## config.mk

```make
export PLATFORM = sky130hd
export DESIGN_NAME = des_key_sched_dec_flat
export DESIGN_NICKNAME = d
export VERILOG_FILES = /design/src/rtl/des_key_sched_dec_if.sv /design/src/rtl/des_key_sched_dec.sv /design/src/flat_wrapper.sv
export SDC_FILE = /design/constraint.sdc
export NUM_CORES = 1
export LEC_CHECK = 0
export CORE_ASPECT_RATIO = 0.8
export CORE_MARGIN = 2
export CORE_UTILIZATION = 47
export DETAILED_ROUTE_END_ITERATION = 7
export MAX_ROUTING_LAYER = met4
export PLACE_DENSITY = 0.92
export SYNTH_ARGS = -nofsm -noshare
export SYNTH_HDL_FRONTEND = slang
export SYNTH_SLANG_ARGS = --single-unit
```

## constraint.sdc

```tcl
create_clock -name clk -period 2.1 [get_ports clk]
set_input_delay 0.42 -clock clk [delete_from_list [all_inputs] [get_ports clk]]
set_output_delay 0.42 -clock clk [all_outputs]
set_load 0.05 [all_outputs]
```

## src/rtl/des_key_sched_dec_if.sv

```systemverilog
// des_key_sched_dec_if: key-in / subkey-out handshake bundle for des_key_sched_dec.
// Carries the enc select only when DES_KS_ENC_MODE_EN is defined.
interface des_key_sched_dec_if;
   logic [1:64] key_in;
   logic        key_valid;
   logic        key_ready;
   logic [1:48] subkey;
   logic [3:0]  subkey_round;
   logic        subkey_valid;
   logic        subkey_ready;
   logic        busy;
`ifdef DES_KS_ENC_MODE_EN
   logic        enc;
`endif
   modport master (
`ifdef DES_KS_ENC_MODE_EN
      output enc,
`endif
      output key_in, key_valid, subkey_ready,
      input  key_ready, subkey, subkey_round, subkey_valid, busy
   );
   modport slave (
`ifdef DES_KS_ENC_MODE_EN
      input  enc,
`endif
      input  key_in, key_valid, subkey_ready,
      output key_ready, subkey, subkey_round, subkey_valid, busy
   );
endinterface

```

## src/rtl/des_key_sched_dec.sv

```systemverilog
// des_key_sched_dec: DES subkeys K16..K1 from a rotating C/D register, one per handshake.
// DES_KS_ENC_MODE_EN adds an enc input selecting K1..K16 order.
module des_key_sched_dec (
   input logic clk,
   input logic rst,
   des_key_sched_dec_if.slave bus
);
   typedef enum logic {IDLE, RUN} state_t;
   localparam int PC1 [0:55] = '{
      57, 49, 41, 33, 25, 17,  9,  1, 58, 50, 42, 34, 26, 18,
      10,  2, 59, 51, 43, 35, 27, 19, 11,  3, 60, 52, 44, 36,
      63, 55, 47, 39, 31, 23, 15,  7, 62, 54, 46, 38, 30, 22,
      14,  6, 61, 53, 45, 37, 29, 21, 13,  5, 28, 20, 12,  4};
   localparam int PC2 [0:47] = '{
      14, 17, 11, 24,  1,  5,  3, 28, 15,  6, 21, 10,
      23, 19, 12,  4, 26,  8, 16,  7, 27, 20, 13,  2,
      41, 52, 31, 37, 47, 55, 30, 40, 51, 45, 33, 48,
      44, 49, 39, 56, 34, 53, 46, 42, 50, 36, 29, 32};
   function automatic logic [1:56] pc1(input logic [1:64] k);
      logic [1:56] r;
      for (int i = 0; i < 56; i++) r[i+1] = k[PC1[i]];
      return r;
   endfunction
   function automatic logic [1:48] pc2(input logic [1:56] cd);
      logic [1:48] r;
      for (int i = 0; i < 48; i++) r[i+1] = cd[PC2[i]];
      return r;
   endfunction
   // Rounds 1, 2, 9 and 16 (index 0, 1, 8, 15) shift by one, all others by two.
   function automatic logic shift_two(input logic [3:0] r);
      return !(r == 4'd0 || r == 4'd1 || r == 4'd8 || r == 4'd15);
   endfunction
   function automatic logic [1:28] rot(input logic [1:28] h, input logic left, input logic two);
      return left ? (two ? {h[3:28], h[1:2]} : {h[2:28], h[1]})
                  : (two ? {h[27:28], h[1:26]} : {h[28], h[1:27]});
   endfunction
   state_t      state, state_n;
   logic [1:28] c, d, c_n, d_n;
   logic [3:0]  round, round_n, step;
   logic [1:56] pk;
   logic        fwd, fwd_n, last, sh2, unused_parity;
`ifdef DES_KS_ENC_MODE_EN
   logic enc_q;
   always_ff @(posedge clk)
      if (rst) enc_q <= 1'b0;
      else if (bus.key_valid && state == IDLE) enc_q <= bus.enc;
   assign fwd   = enc_q;
   assign fwd_n = bus.enc;
`else
   assign fwd   = 1'b0;
   assign fwd_n = 1'b0;
`endif
   assign unused_parity = ^{bus.key_in[8], bus.key_in[16], bus.key_in[24], bus.key_in[32],
                            bus.key_in[40], bus.key_in[48], bus.key_in[56], bus.key_in[64]};
   assign pk   = pc1(bus.key_in);
   assign step = fwd ? round + 4'd1 : round - 4'd1;
   assign sh2  = shift_two(fwd ? step : round);
   assign last = fwd ? round == 4'd15 : round == 4'd0;
   always_comb begin
      state_n = state;
      c_n     = c;
      d_n     = d;
      round_n = round;
      if (bus.key_valid && state == IDLE) begin
         state_n = RUN;
         c_n     = fwd_n ? rot(pk[1:28], 1'b1, 1'b0) : pk[1:28];
         d_n     = fwd_n ? rot(pk[29:56], 1'b1, 1'b0) : pk[29:56];
         round_n = fwd_n ? 4'd0 : 4'd15;
      end else if (state == RUN && bus.subkey_ready) begin
         state_n = last ? IDLE : RUN;
         c_n     = last ? c : rot(c, fwd, sh2);
         d_n     = last ? d : rot(d, fwd, sh2);
         round_n = last ? round : step;
      end
   end
   always_ff @(posedge clk)
      if (rst) begin
         state <= IDLE;
         c     <= '0;
         d     <= '0;
         round <= 4'd15;
      end else begin
         state <= state_n;
         c     <= c_n;
         d     <= d_n;
         round <= round_n;
      end
   assign bus.key_ready    = state == IDLE;
   assign bus.subkey_valid = state == RUN;
   assign bus.busy         = state == RUN;
   assign bus.subkey       = pc2({c, d});
   assign bus.subkey_round = round;
endmodule

```

## src/flat_wrapper.sv

```systemverilog
// flat-port wrapper written by rule: the top's interface ports become plain ports
module des_key_sched_dec_flat 
  (clk, rst, bus_key_in, bus_key_valid, bus_subkey_ready, bus_key_ready, bus_subkey, bus_subkey_round, bus_subkey_valid, bus_busy);
  des_key_sched_dec_if bus_i ();
  input logic clk;
  input logic rst;
  input wire logic [$bits(bus_i.key_in)-1:0] bus_key_in;
  input wire logic [$bits(bus_i.key_valid)-1:0] bus_key_valid;
  input wire logic [$bits(bus_i.subkey_ready)-1:0] bus_subkey_ready;
  output wire logic [$bits(bus_i.key_ready)-1:0] bus_key_ready;
  output wire logic [$bits(bus_i.subkey)-1:0] bus_subkey;
  output wire logic [$bits(bus_i.subkey_round)-1:0] bus_subkey_round;
  output wire logic [$bits(bus_i.subkey_valid)-1:0] bus_subkey_valid;
  output wire logic [$bits(bus_i.busy)-1:0] bus_busy;
  assign bus_i.key_in = bus_key_in;
  assign bus_i.key_valid = bus_key_valid;
  assign bus_i.subkey_ready = bus_subkey_ready;
  assign bus_key_ready = bus_i.key_ready;
  assign bus_subkey = bus_i.subkey;
  assign bus_subkey_round = bus_i.subkey_round;
  assign bus_subkey_valid = bus_i.subkey_valid;
  assign bus_busy = bus_i.busy;
  des_key_sched_dec u_core (.clk(clk), .rst(rst), .bus(bus_i));
endmodule
```

==> reports/qor.yml <==
synth_nets: 473
cts_max_path_buffers: 2
grt_pass1_wl_um: 14100
firstDrtPassIters: 5
rsz0062_at_grt: "no"
path_buf_inv: 1
holdWs_ps: 498
critPathKind: "flip-flop to output port"
min_period_ps: 2010
ant_nets: 0
fin_ws_ps: 90.4
slew_headroom: 0.642
drive_above_1_share: 0.251
worst_setup_path_end_kind: "output port"
syn_to_final_growth_pct: 29.3
die_w_um: 103
grt_pass1_vias: 2965
drc: 0
grt_usage: 0.208
tns_ps: 0
power_density_nw_per_um2: 700
hpwl_um: 5980
yosysTopAreaCell: "dfxtp_1"
wl_per_cell_um: 15.7
synthCells: 402
clk_latency_ps: 330
slowest_stage: "clkdlybuf4s50_1"
tightest_slew_ps: 535
max-vdd-ir-drop_mv: 0.416
ys_types: 30
cpLargestDelayFamily: "buffers and inverters"
synth_seq_area_share: 0.329
grt_max_degree: 57
rrSetupSlack_ps: 180
overflow: 0
nNetsFinal: 524
hp-class: "flip-flop to flip-flop"
numCtsBuffers: 9
cts_max_level: 3
syn_area_per_cell_um2: 9.23
fin_crit_sh: 0.957
cp-start-kind: "flip-flop"
tritoncts: "yes"
core-area_um2: 7530
io_pins: 123
cts_hold_buf: 0
ys_top_cells_by_area: "dfxtp_1 (33%), nand3_1 (18%), a22oi_2 (13%)"
worstPathArrival_ps: 1590
n_antenna_cell: 0
die_h_um: 83.5
synth_top_area_frac: 0.329
fmax_mhz: 498
worstPathMaxFanout: 4
rows: 28
antenna_found_initial: 0
fillCellCount: 632
clk_pin_slew_ps: 70
synth_area_um2: 3710
port_buffers: 114
cap_violations: 0
path_cells: "clkdlybuf4s50_1"
cts_setup_buffers: 0
place_congestion: 0.832
drtIter0Drc: 168
cts_sinks: 61
status: "finished clean"
viasPerCell: 5.62
post-place-ws_ps: 112
skew_ps: 8.09
cts_root_buf: "clkbuf_8"
hold_violations: 0
ys_seq_elements: 61
slew_violations: 0
yosysWarnings: 0
num_vias: 3164
die_area_um2: 8630
start_util: 0.493
wl_um: 8820
cp_slowest_stage_delay_ps: 840
setup_viol: 0
worstPathRequired_ps: 1680
p_leak_nw: 1.90
==> flip-flops by register name, indices dropped and copies added (netlist names) <==
| signal | count |
|---|---|
| u_core.d | 28 |
| u_core.c | 28 |
| u_core.bus.busy | 1 |
| u_core.bus.subkey_round | 4 |
==> metrics by stage <==
step | power, mW | area [um2] | utilization | std cells
detailed placement | 2.29 | 4590 | 0.609 | 547
global route | 3.50 | 4800 | 0.637 | 563
floorplan | 2.04 | 3710 | - | 402
finish | 3.36 | 4800 | 0.637 | 563
global placement | 2.27 | 4590 | 0.609 | 547
CTS | 3.39 | 4800 | 0.637 | 563
==> what timing repair did <==
action,in CTS,in global routing
gates resized for setup,1,0
endpoints found under the setup margin,1,0
endpoints found under the hold margin,0,0
==> worst paths after layout <==
check,from,cells past startpoint,end
worst max register to register,u_core.bus.subkey_round[0],7,u_core.d[19]
worst max-delay path,u_core.c[26],1,bus_subkey[31]
worst min-delay path,u_core.d[26],2,u_core.d[27]
worst min register to register,u_core.d[26],2,u_core.d[27]
==> synthesized netlist by cell type <==
| cell type | count |
|---|---|
| o31a_1 | 1 |
| ha_1 | 3 |
| buf_12 | 4 |
| buf_4 | 53 |
| o21ai_0 | 1 |
| buf_6 | 1 |
| a22oi_2 | 40 |
| nor2_1 | 1 |
| nor3_1 | 1 |
| nor2b_1 | 3 |
| nand2_1 | 5 |
| a21bo_2 | 1 |
| clkbuf_1 | 8 |
| nor3b_2 | 1 |
| xor2_1 | 1 |
| a211oi_2 | 1 |
| buf_1 | 7 |
| nand3_1 | 130 |
| buf_2 | 12 |
| xnor2_1 | 2 |
| nand2b_1 | 1 |
| and2_1 | 1 |
| or3b_4 | 1 |
| nand3_2 | 40 |
| o211ai_1 | 1 |
| a22oi_1 | 16 |
| dfxtp_1 | 61 |
| o31ai_1 | 1 |
| inv_1 | 3 |
| a21oi_1 | 1 |
==> final cells by class <==
| class | instances | area [um2] | share of cell area |
|---|---|---|---|
| multi-input combinational | 253 | 1910 | 0.398 |
| clock buffer | 13 | 169 | 0.0352 |
| inverter | 3 | 11.3 | 0.00235 |
| tap | 105 | 131 | 0.0274 |
| clock inverter | 3 | 42.5 | 0.00887 |
| sequential | 61 | 1220 | 0.255 |
| timing repair buffer | 125 | 1310 | 0.273 |
==> report_power, final <==
| group | switching [mW] | total, mW | internal (mW) |
|---|---|---|---|
| clock | 0.445 | 1.09 | 0.644 |
| combinational | 0.553 | 0.921 | 0.368 |
| sequential | 0.102 | 1.35 | 1.25 |
| total | 1.10 | 3.36 | 2.26 |
==> cell families after synthesis <==
logic type | after synthesis | share of synthesized area
compound gates | 63 | 0.182
xor+xnor | 3 | 0.00708
fa+ha+maj | 3 | 0.0101
buf+inv | 88 | 0.166
flops | 61 | 0.329
simple gates | 184 | 0.305
==> cell usage in the layout (no fill, tap or decap), drive strengths merged <==
cell           netlist  layout
clkdlybuf4s50        0     113
nand3              170     170
dfxtp               61      61
nand2                5       5
clkbuf               8      13
nor3                 1       1
o211ai               1       1
nor2b                3       3
or3b                 1       1
buf                 77      11
nor3b                1       1
xor2                 1       1
nand2b               1       1
clkinv               0       1
o31a                 1       1
nor2                 1       1
and2                 1       1
bufinv               0       1
a22oi               56      56
o21ai                1       1
a21oi                1       1
a211oi               1       1
clkinvlp             0       1
dlygate4sd2          0       1
a21bo                1       1
ha                   3       3
o31ai                1       1
xnor2                2       2
inv                  3       3
==> routing by layer <==
layer / up-vias / track usage / share of wire
met4: 0 / 0.0622 / 0.012
li1: 1530 / - / -
met1: 1510 / 0.275 / 0.47
met3: 12 / 0.0511 / 0.060
met5: - / - / 0
met2: 112 / 0.313 / 0.46
Note: power is estimated with default switching activity, not from simulation.
